## src/rtl/sram_serial_ctrl_pkg.sv

```systemverilog
// Shared types and frame layout for the serial SRAM command front-end.
// Frame offsets move up by one when SRAM_SERIAL_CTRL_PARITY_EN adds the trailing parity bit.
package sram_serial_ctrl_pkg;

    localparam int DEF_ADDR_WIDTH = 9;
    localparam int DEF_DATA_WIDTH = 33;
    localparam int DEF_NUM_WMASKS = 4;

`ifdef SRAM_SERIAL_CTRL_PARITY_EN
    localparam int PARITY_BITS = 1;
`else
    localparam int PARITY_BITS = 0;
`endif

    // Field offsets within the frame, counted from the last bit shifted in.
    localparam int DATA_LSB   = PARITY_BITS;
    localparam int SPARE_BIT  = DATA_LSB + DEF_DATA_WIDTH;
    localparam int WMASK_LSB  = SPARE_BIT + 1;
    localparam int ADDR_LSB   = WMASK_LSB + DEF_NUM_WMASKS;
    localparam int OP_BIT     = ADDR_LSB + DEF_ADDR_WIDTH;
    localparam int FRAME_BITS = OP_BIT + 1;

    localparam logic OP_READ  = 1'b0;
    localparam logic OP_WRITE = 1'b1;

    typedef enum logic [1:0] {
        LOAD,
        ISSUE,
        WAIT,
        SHIFT_OUT
    } state_t;

endpackage

```

## src/rtl/sram_serial_ctrl_piso.sv

```systemverilog
// Parallel-load, serial-out shifter for captured SRAM read data, MSB first.
// cnt holds the number of bits still to follow the one currently on sout.
module sram_serial_ctrl_piso #(
    parameter int DATA_WIDTH = 33,
    parameter int CNT_W      = $clog2(DATA_WIDTH)
) (
    input  logic                  clk,
    input  logic                  rst,
    input  logic                  load,
    input  logic                  shift,
    input  logic [DATA_WIDTH-1:0] data,
    output logic                  sout,
    output logic                  sout_valid,
    output logic                  last,
    output logic [CNT_W-1:0]      cnt
);

    logic [DATA_WIDTH-1:0] sreg;

    // sout is taken straight from the register MSB; shifting in zeros leaves it low when idle.
    assign sout = sreg[DATA_WIDTH-1];
    assign last = sout_valid && (cnt == '0);

    always_ff @(posedge clk) begin
        if (rst) begin
            sreg       <= '0;
            sout_valid <= 1'b0;
            cnt        <= '0;
        end else if (load) begin
            sreg       <= data;
            sout_valid <= 1'b1;
            cnt        <= CNT_W'(DATA_WIDTH - 1);
        end else if (shift && sout_valid) begin
            sreg <= {sreg[DATA_WIDTH-2:0], 1'b0};
            if (cnt == '0) begin
                sout_valid <= 1'b0;
            end else begin
                cnt <= cnt - 1'b1;
            end
        end
    end

endmodule

```

## src/rtl/sram_serial_ctrl.sv

```systemverilog
// Serial command front-end for the 1RW OpenRAM macro: one frame in, one access, reads serialised out.
// Optional trailing even-parity bit enabled by SRAM_SERIAL_CTRL_PARITY_EN.
module sram_serial_ctrl
    import sram_serial_ctrl_pkg::*;
#(
    parameter int ADDR_WIDTH = DEF_ADDR_WIDTH,
    parameter int DATA_WIDTH = DEF_DATA_WIDTH,
    parameter int NUM_WMASKS = DEF_NUM_WMASKS
) (
    input  logic                  clk0,
    input  logic                  rst0,
    input  logic                  sin,
    input  logic                  sin_valid,
    output logic                  busy,
    output logic                  sout,
    output logic                  sout_valid,
    output logic                  done,
    output logic                  err,
    output logic                  sram_csb0,
    output logic                  sram_web0,
    output logic [NUM_WMASKS-1:0] sram_wmask0,
    output logic                  sram_spare_wen0,
    output logic [ADDR_WIDTH-1:0] sram_addr0,
    output logic [DATA_WIDTH-1:0] sram_din0,
    input  logic [DATA_WIDTH-1:0] sram_dout0
);

    localparam int CNT_W  = $clog2(FRAME_BITS);
    localparam int PCNT_W = $clog2(DATA_WIDTH);

    state_t                state, state_n;
    logic [CNT_W-1:0]      bit_cnt, bit_cnt_n;
    logic [FRAME_BITS-2:0] frame, frame_n;
    logic [FRAME_BITS-1:0] frame_shift;
    logic                  frame_ok;

    logic                  busy_n, done_n, err_n;
    logic                  csb_n, web_n, spare_n;
    logic [NUM_WMASKS-1:0] wmask_n;
    logic [ADDR_WIDTH-1:0] addr_n;
    logic [DATA_WIDTH-1:0] din_n;

    logic                  piso_load, piso_shift, piso_last;
    logic [PCNT_W-1:0]     piso_cnt;

    // Only the first FRAME_BITS-1 bits are stored; the final bit is decoded straight off sin.
    assign frame_shift = {frame, sin};

`ifdef SRAM_SERIAL_CTRL_PARITY_EN
    assign frame_ok = ~^frame_shift;
`else
    assign frame_ok = 1'b1;
`endif

    assign piso_shift = (state == SHIFT_OUT);

    always_comb begin
        state_n   = state;
        bit_cnt_n = bit_cnt;
        frame_n   = frame;
        csb_n     = 1'b1;
        web_n     = sram_web0;
        wmask_n   = sram_wmask0;
        spare_n   = sram_spare_wen0;
        addr_n    = sram_addr0;
        din_n     = sram_din0;
        done_n    = 1'b0;
        err_n     = 1'b0;
        piso_load = 1'b0;

        unique case (state)
            LOAD: begin
                if (sin_valid) begin
                    frame_n = frame_shift[FRAME_BITS-2:0];
                    if (bit_cnt == CNT_W'(FRAME_BITS - 1)) begin
                        bit_cnt_n = '0;
                        if (frame_ok) begin
                            state_n = ISSUE;
                            csb_n   = 1'b0;
                            web_n   = (frame_shift[OP_BIT] != OP_WRITE);
                            addr_n  = frame_shift[ADDR_LSB +: ADDR_WIDTH];
                            din_n   = frame_shift[DATA_LSB +: DATA_WIDTH];
                            // Reads must never carry a live write mask into the macro.
                            if (frame_shift[OP_BIT] == OP_WRITE) begin
                                wmask_n = frame_shift[WMASK_LSB +: NUM_WMASKS];
                                spare_n = frame_shift[SPARE_BIT];
                            end else begin
                                wmask_n = '0;
                                spare_n = 1'b0;
                            end
                        end else begin
                            err_n = 1'b1;
                        end
                    end else begin
                        bit_cnt_n = bit_cnt + 1'b1;
                    end
                end
            end
            ISSUE: begin
                state_n = WAIT;
            end
            WAIT: begin
                if (sram_web0) begin
                    piso_load = 1'b1;
                    state_n   = SHIFT_OUT;
                end else begin
                    done_n  = 1'b1;
                    state_n = LOAD;
                end
            end
            SHIFT_OUT: begin
                // done is registered, so raise it one bit early to line up with the last sout bit.
                if (piso_cnt == PCNT_W'(1)) begin
                    done_n = 1'b1;
                end
                if (piso_last) begin
                    state_n = LOAD;
                end
            end
            default: begin
                state_n = LOAD;
            end
        endcase

        busy_n = (state_n != LOAD);
    end

    always_ff @(posedge clk0) begin
        if (rst0) begin
            state           <= LOAD;
            bit_cnt         <= '0;
            frame           <= '0;
            busy            <= 1'b0;
            done            <= 1'b0;
            err             <= 1'b0;
            sram_csb0       <= 1'b1;
            sram_web0       <= 1'b1;
            sram_wmask0     <= '0;
            sram_spare_wen0 <= 1'b0;
            sram_addr0      <= '0;
            sram_din0       <= '0;
        end else begin
            state           <= state_n;
            bit_cnt         <= bit_cnt_n;
            frame           <= frame_n;
            busy            <= busy_n;
            done            <= done_n;
            err             <= err_n;
            sram_csb0       <= csb_n;
            sram_web0       <= web_n;
            sram_wmask0     <= wmask_n;
            sram_spare_wen0 <= spare_n;
            sram_addr0      <= addr_n;
            sram_din0       <= din_n;
        end
    end

    sram_serial_ctrl_piso #(
        .DATA_WIDTH (DATA_WIDTH),
        .CNT_W      (PCNT_W)
    ) u_piso (
        .clk        (clk0),
        .rst        (rst0),
        .load       (piso_load),
        .shift      (piso_shift),
        .data       (sram_dout0),
        .sout       (sout),
        .sout_valid (sout_valid),
        .last       (piso_last),
        .cnt        (piso_cnt)
    );

endmodule

```

## config.mk

```make
export PLATFORM = sky130hd
export DESIGN_NAME = sram_serial_ctrl
export DESIGN_NICKNAME = d
export VERILOG_FILES = /design/src/rtl/sram_serial_ctrl_pkg.sv /design/src/rtl/sram_serial_ctrl_piso.sv /design/src/rtl/sram_serial_ctrl.sv
export SDC_FILE = /design/constraint.sdc
export NUM_CORES = 1
export LEC_CHECK = 0
export ABC_AREA = 1
export CORE_MARGIN = 4
export CORE_UTILIZATION = 40
export CTS_BUF_LIST = sky130_fd_sc_hd__clkbuf_4 sky130_fd_sc_hd__clkbuf_8
export DETAILED_ROUTE_END_ITERATION = 8
export GPL_TIMING_DRIVEN = 0
export PLACE_DENSITY = 0.65
export SYNTH_ARGS = -nofsm -noshare
export SYNTH_HDL_FRONTEND = slang
export SYNTH_HIERARCHICAL = 1
export SYNTH_SLANG_ARGS = --single-unit
```

## constraint.sdc

```tcl
create_clock -name clk0 -period 1.31 [get_ports clk0]
set_input_delay 0.3275 -clock clk0 [delete_from_list [all_inputs] [get_ports clk0]]
set_output_delay 0.3275 -clock clk0 [all_outputs]
set_load 0.01 [all_outputs]
```

=== After elaboration in Yosys (flattened, before gate mapping) ===
Cells that the tools add are included.

* ROM bits: 0
* Bits of input ports: 37
* Output and inout bits: 54
* Word-level logic and storage cells: 63
* RAM bits: 0
* Memories: 0
* Bits in registers: 146
* Latch bits: 0

* Bitwise operators: 4
* Equal/unequal tests: 6
* Mux-type cells: 22
* Shift operators: 0
* Multiply operators: 0
* $add $sub $neg: 2
* Reduce and logical (&&, ||, !) cells: 14
* Order comparisons: 0
* Divide/modulo/power cells: 0

{| class="wikitable"
|+ Operators by type and width
! operator !! count
|-
| $mux 33 || 2
|-
| $mux 6 || 4
|-
| $mux 1 || 9
|-
| $mux 2 || 4
|-
| $pmux 2 s4 || 1
|-
| $reduce_and 2->1 || 4
|-
| $add 6x1->6 const B || 1
|-
| $eq 6x1->1 const B || 1
|-
| $eq 6x6->1 const B || 1
|-
| $logic_not 6->1 || 1
|-
| $reduce_bool 2->1 || 3
|-
| $sub 6x1->6 const B || 1
|-
| $eq 2x2->1 const B || 2
|-
| $mux 4 || 1
|-
| $not 1->1 || 4
|-
| $reduce_and 3->1 || 1
|-
| $reduce_or 3->1 || 1
|-
| $eq 2x1->1 const B || 1
|-
| $logic_and 1x1->1 || 2
|-
| $logic_not 2->1 || 1
|-
| $ne 2x2->1 const B || 1
|-
| $pmux 1 s2 || 1
|-
| $reduce_or 2->1 || 1
|}

=== Longest topological paths before layout ===
* Depth after elaboration: 5
* Mapped depth: 10

=== Hierarchy ===
Netlist, hierarchy kept.

{| class="wikitable"
|+ Modules (own cells, without submodules)
! module !! area each (µm²) !! cells each !! instances
|-
| sram_serial_ctrl || 3,804.9 || 439 || 1
|-
| sram_serial_ctrl_piso || 2,127.0 || 242 || 1
|}

=== Worst setup path after synthesis ===
OpenSTA, ideal clock, no wires.

* Kind: reg-to-reg
* From: register bit_cnt[0]
* To: register sram_din0[18]
* Setup time: 0.125 ns
* Arrival: 1.220 ns
* Stages on the path, launching flop included: 8
* Buffers on the path: 1
* Setup slack: -0.036 ns
* Cell sequence: dfxtp_1 ha_1 nand3_1 nor2_4 nand3_2 clkbuf_1 nand3_1 o21ai_0

* Cells in the longest elaborated chain, start to end: 2

{| class="wikitable"
|+ Ends and longest elaborated chain
! what !! line !! text
|-
| start, declared || sram_serial_ctrl.sv:32 || <nowiki>logic [CNT_W-1:0] bit_cnt, bit_cnt_n;</nowiki>
|-
| start signal, assigned || sram_serial_ctrl.sv:144 || <nowiki>bit_cnt <= bit_cnt_n;</nowiki>
|-
| $eq 6x6->1 || sram_serial_ctrl.sv:75 || <nowiki>if (bit_cnt == CNT_W'(FRAME_BITS - 1)) begin</nowiki>
|-
| $reduce_and 3->1 (no line) || - ||
|-
| end signal, assigned || sram_serial_ctrl.sv:154 || <nowiki>sram_din0 <= din_n;</nowiki>
|-
| end, declared || sram_serial_ctrl.sv:24 || <nowiki>output logic [DATA_WIDTH-1:0] sram_din0,</nowiki>
|}

No other way between the ends.
A chain may end at the register's enable or synchronous reset.

=== Worst setup path in the final report ===
* From: register bit_cnt[1]
* To: register sram_din0[3]

Same word-level chain as after synthesis.

==> metrics <==
status complete, but fails checks; failing checks setup timing; Core ar. 0.01453 mm²; ant diodes 0; Final period util 114.8%; Worst Skew 0.01045 ns; DRC 0; syn nets 721; Max transition margin 58.46%; Iter 0 DRT Violations 233; R2R Setup Slk -0.19 ns; Arr. time, crit path 1.88 ns; Worst-Skew Late Latency 0.45 ns; CTS Hold Bufs 0; # nets final 863; cell count after synthesis 681; Die Span Y 129.8 µm; post-synthesis sequential area ratio 49.27%; synthesis-to-finish area growth 35.92%; RePlAce Congestion 0.8433; worst r2r path cells 8; peak supply drop 0.6817 mV; DR WL/cell 14.63 µm; final worst path period need 1.504 ns; final WL 14920 µm; CP Buf/Inv Count 3; sequential power share 52.6%; Initial Utilization 40.81%; Design Power 8.689 mW; number of synthesized register bits 146; placed cell count 954; Via density 5.053; initial antenna violation count 0; fin cells 1020; CTS root buf clkbuf_8; actual slew at the worst max-slew pin 0.6231 ns; IO Count 91; pre-CTS setup slack -0.7639 ns; share of layout cells above drive strength 1 42.22%; Worst Path Required 1.69 ns; most frequent cells in the layout dfxtp_1 (92), nand3_1 (69), nand2_1 (61); mux cell area share after synthesis 0%; die area 0.01684 mm²; count of final setup violators 76; Util after Layout 55.48%; RSZ-0062 raised after global routing true; slowest CP cell dfxtp_2; reg2reg end sram_din0[3]; Yosys cell types 37; CTS tree built; Max Root-Sink Buffers 2; H-Tree Depth 4; Gate power share 5.6%; fraction of the mapped netlist area in adder cells 0.6328%; critical path fanouts, max 7; worst-path cell chain ha_4 > nand3_4 > nor2_4 > buf_12 > nand3_4 > buf_12 > clkbuf_16 > o21ai_2; global-route wire length before repair 24230 µm; Clk pwr share 41.8%; number of core rows 44; post-DP HPWL 9732 µm; cts bufs inserted 17; Avg Cell Area, Syn 8.711 µm²; vias 5154; critical path endpoint category flip-flop; remaining antenna violation count after routing 0; Die Width 129.8 µm; Pint 6.630 mW; Max Cap Viol 0; post-synthesis simple-gate area fraction 19.43%; CTS sink count 146; overall routing resource usage 17.80%; worst hold stages 3; Cell Area, Synth 0.005932 mm²; Buffers on Ports 89; slowest stage delay, CP 0.36 ns; drt pass-1 iters 4; xor/xnor share of the synthesized area 0.4429%; Synth Warn # 6; HP Class in2reg; vias in the first global route 5140; delay-heaviest family, CP buffers and inverters; Fin. Hold Viols 0; Crit path depth 8; commonest non-fill, non-tap cell in the layout dfxtp_1; largest net degree at the start of global routing 17; switch share 23.69%; post-synthesis compound-gate area fraction 20.23%; Setup CP Type reg2reg; PnR worst setup slack -0.1943 ns; Hold Path End sram_din0[0]; grt ovf 0; net load switching power 2.059 mW; Power Dens Cells 1078 mW/mm²; main combinational cell family by area after synthesis compound AO/OA/AOI/OAI gates; Clock Pin Slew Worst Setup and Hold Paths 0.08 ns; Fmax 0.6648 GHz; FF-to-FF Start bit_cnt[1]; Worst Setup Start Kind flip-flop; Leak 3.113 nW; Slew Limit Fails 0; min-delay src sin
==> cells in the mapped netlist <==
master,instances,area share [%]
inv_2,1,0.063
nand2_2,31,3.3
xnor2_1,1,0.15
inv_8,1,0.19
buf_1,2,0.13
conb_1,1,0.063
nand4_1,4,0.42
a21oi_1,51,4.3
nand3_2,3,0.51
buf_12,3,1.0
a31oi_1,2,0.21
clkinv_4,1,0.15
nor2_2,1,0.11
inv_1,62,3.9
nand3_1,88,7.4
nor3b_1,1,0.13
nand3b_1,1,0.13
clkinv_2,1,0.084
a31oi_2,30,6.3
buf_2,20,1.7
xor2_1,2,0.30
nor3_1,1,0.084
nor2_4,2,0.38
nor2_1,29,1.8
o21ai_2,17,2.5
buf_4,4,0.51
o21ai_0,76,6.4
inv_4,1,0.11
ha_1,3,0.63
buf_6,7,1.3
nand2_4,3,0.57
o21ai_1,4,0.34
clkbuf_1,12,0.76
nand2_1,67,4.2
o211ai_1,1,0.13
nor2_8,1,0.34
dfxtp_1,146,49
==> routing by layer <==
layer | global-route usage, % | routed length [µm]
met5 | 0 | 0
met4 | 5.746 | 199
met3 | 5.649 | 730
met2 | 30.18 | 7449
met1 | 21.54 | 6545
==> power groups by stage <==
stage	sequential, mW	combinational [mW]	clock [mW]
after floorplan	4.67	0.251	0
after global placement	4.68	0.437	0
after detailed placement	4.69	0.443	0
after CTS	4.58	0.471	3.71
after global routing	4.58	0.542	3.92
final	4.57	0.484	3.63
==> worst min-delay path, cell delays in order <==
cell	delay, ns
clkdlybuf4s50_1	0.40
inv_1	0.09
o21ai_2	0.06
==> cell type report <==
cell class | count | area (µm²)
plain buffers | 48 | 454.2
clock buffers | 22 | 290.3
clock inverters | 10 | 123.9
fillers | 1313 | 6471
inverters | 67 | 284.0
multi-input cells | 420 | 2650
flip-flops and latches | 146 | 3003
well taps | 184 | 230.2
repair buffers | 123 | 1027
==> how the worst max path moves through the flow <==
| stage | from | endpoint | slack [ns] |
|---|---|---|---|
| final | bit_cnt[1] | sram_din0[3] | -0.19 |
| after global placement | rst0 | sram_din0[2] | -0.72 |
| after floorplan | bit_cnt[0] | sram_din0[0] | 0.01 |
| after detailed placement | rst0 | sram_din0[2] | -0.76 |
| after CTS | bit_cnt[1] | sram_din0[9] | -0.17 |
| after global routing | bit_cnt[1] | sram_din0[8] | -0.25 |
==> stage by stage <==
stage | TNS, ns | area, µm² | hold slack (ns)
floorplan | 0 | 5947 | 0.3966
global placement | -77.38 | 7068 | 0.4499
detailed placement | -80.04 | 7068 | 0.4539
CTS | -6.747 | 7686 | 0.3968
global route | -14.12 | 8063 | 0.4358
finish | -7.807 | 8063 | 0.4560
==> kinds of logic after synthesis <==
group	Yosys count
simple gates	232
compound gates	181
flops	146
buf+inv	115
xor+xnor	3
fa+ha+maj	3
other cells	1
==> sequential cells by signal, indices dropped and copies added, names as in the netlist, 2 cells and up <==
name         flops
sram_wmask0      4
sram_din0       33
sram_addr0       9
bit_cnt          6
u_piso/cnt       6
state            2
frame           47
u_piso/sreg     33
==> what timing repair did <==
action	in CTS	in global routing
endpoints found under the setup margin	189	137
cloned	4	3
pin swaps	6	8
setup buffers	10	18
gates resized for setup	350	64
Note: power is estimated with default switching activity, not from simulation.
==> RTL change (same settings) <==
Encoding of `state_t`: now Gray code (2 bits for 4 states).
--- a/src/rtl/sram_serial_ctrl_pkg.sv
+++ b/src/rtl/sram_serial_ctrl_pkg.sv
@@ -26,6 +26,6 @@
     typedef enum logic [1:0] {
-        LOAD,
-        ISSUE,
-        WAIT,
-        SHIFT_OUT
+        LOAD      = 2'b00,
+        ISSUE     = 2'b01,
+        WAIT      = 2'b11,
+        SHIFT_OUT = 2'b10
     } state_t;
Formal check against the unedited RTL: no difference found for any inputs over 4 cycles, from zero or initial values and one cycle with rst0 high; so few cycles prove little.
==> RTL change against the unedited design <==
The run still ends with setup timing left. Sequential power hardly changed. Synthesized cell count is 7.2% higher. Clock skew is 0.0028 ns higher. Combinational power about the same. Wire length shrank 8.8%. Design area shrank 2.6%. Clock power down 4%. Hold slack got worse by 0.28 ns. Sequential cell count stayed put. Area after synthesis is essentially flat. Setup slack better by 0.11 ns. Cell count grew 4.5%. Total power decreased by 2.0%. Largest cell class unchanged. Largest power group unchanged.
==> RTL change: results (changes against the unedited design) <==
- Result of the run: finished, violations left
- Failing checks: setup timing
- Capturing point of the worst reg2reg path: sram_addr0[3]
- Distinct cells, synth: 34 (-8.1%)
- Via/cell ratio: 4.704 (-6.9%)
- Weighted congestion at the end of routability-driven global placement: 0.7978 (-5.4%)
- Setup ws final: -0.08749 ns (+0.1068 ns)
- Synth top area cells: sky130_fd_sc_hd__dfxtp_1 49%, sky130_fd_sc_hd__nand2_1 13%, sky130_fd_sc_hd__a31oi_2 6.3%
- Top delay family on crit path: flip-flops
- Sequential-to-total area share from yosys stat: 49.24% (about the same)
- Average wire per standard cell: 12.77 um (-13%)
- Number of DRC markers in iteration 0: 236 (+1.3%)
- Wire length of the first global-routing pass: 22010 um (-9.1%)
- M1 GR Usage: 22.85% (+1.3 points)
- Layout cell share with drive strength beyond 1: 37.19% (-5.0 points)
- Met1 wire length: 6565 um (+0.31%)
- Largest voltage drop on the vdd net: 0.0006270 V (-8.0%)
- H-tree lvl count: 4 (unchanged)
- Count of port buffers added during placement: 88 (-1.1%)
- Met3 GRT Util: 4.748% (-0.90 points)
- Data arrival time of the critical path: 1.74 ns (-0.14 ns)
- Met3 layer wire length in the routed design: 620 um (-15%)
- Slew @ Worst Pin: 0.5342 ns (-0.08888 ns)
- Overall power after layout: 8.517 mW (-2.0%)
- Total met2 wirelength after detailed routing: 6278 um (-16%)
- Static leakage: 3.343 nW (+7.4%)
- Reported clock group power: 3.47 mW (-4%)
- Via count of the first global-routing pass: 4555 (-11%)
- Setup clock skew after layout: 0.01321 ns (+0.002757 ns)
- Number of setup violations in the final report: 68 (-11%)
- Insertion delay of the later-clocked pin in the worst-skew pair: 0.45 ns (about the same)
- Aggregate global-route resource usage: 16.31% (-1.5 points)
- Worst Path Max Fanout: 8 (+1)
- Final nets: 909 (+5.3%)
- Synthesized net count: 770 (+6.8%)
## RTL change: area by class of cell
class	count	area [um^2]
fill	1409	6678
tap	184	230.2
buffer	44	402.9
clock inverter	14	145.1
clock buffer	18	247.7
multi-input combinational	508	2733
inverter	31	143.9
sequential	146	2994
timing repair buffer	121	959.7
## RTL change: stage by stage
step	setup WS (ns)	hold slack, ns	instance area (um^2)	instances	setup TNS (ns)
2_1_floorplan	0.01125	0.4260	5958	730	0
3_3_place_gp	-0.4870	0.4301	7069	1002	-45.24
3_5_place_dp	-0.5045	0.4328	7069	1002	-46.22
4_1_cts	-0.06236	0.1533	7502	1050	-1.821
5_1_grt	-0.1283	0.1665	7856	1066	-7.822
6_report	-0.08749	0.1808	7856	1066	-2.544
## RTL change: cell families after synthesis
kind of cell | after synthesis | synth area share [%]
buffers and inverters | 76 | 7.631
other | 1 | 0.06318
AND/OR/NAND/NOR | 407 | 30.29
AO/OA/AOI/OAI | 96 | 11.99
adder cells (fa/ha/maj) | 3 | 0.6324
XOR/XNOR | 1 | 0.1476
flip-flops | 146 | 49.24
## RTL change: worst min path at each step
| stage | from | to | depth (start not counted) |
|---|---|---|---|
| 2_1_floorplan | frame[45] | sram_addr0[8] | 2 |
| 3_3_place_gp | sram_din0[6] | sram_din0[6] | 2 |
| 3_5_place_dp | sram_din0[27] | sram_din0[27] | 2 |
| 4_1_cts | rst0 | u_piso/sreg[17] | 2 |
| 5_1_grt | rst0 | u_piso/sreg[16] | 2 |
| 6_report | rst0 | u_piso/sreg[17] | 2 |
## RTL change: repair_timing
| item | 4_1_cts | 5_1_grt |
|---|---|---|
| cloned | 2 | 2 |
| pin swaps | 3 | 9 |
| setup buffers | 14 | 15 |
| gates resized for setup | 288 | 79 |
| endpoints found under the setup margin | 137 | 129 |
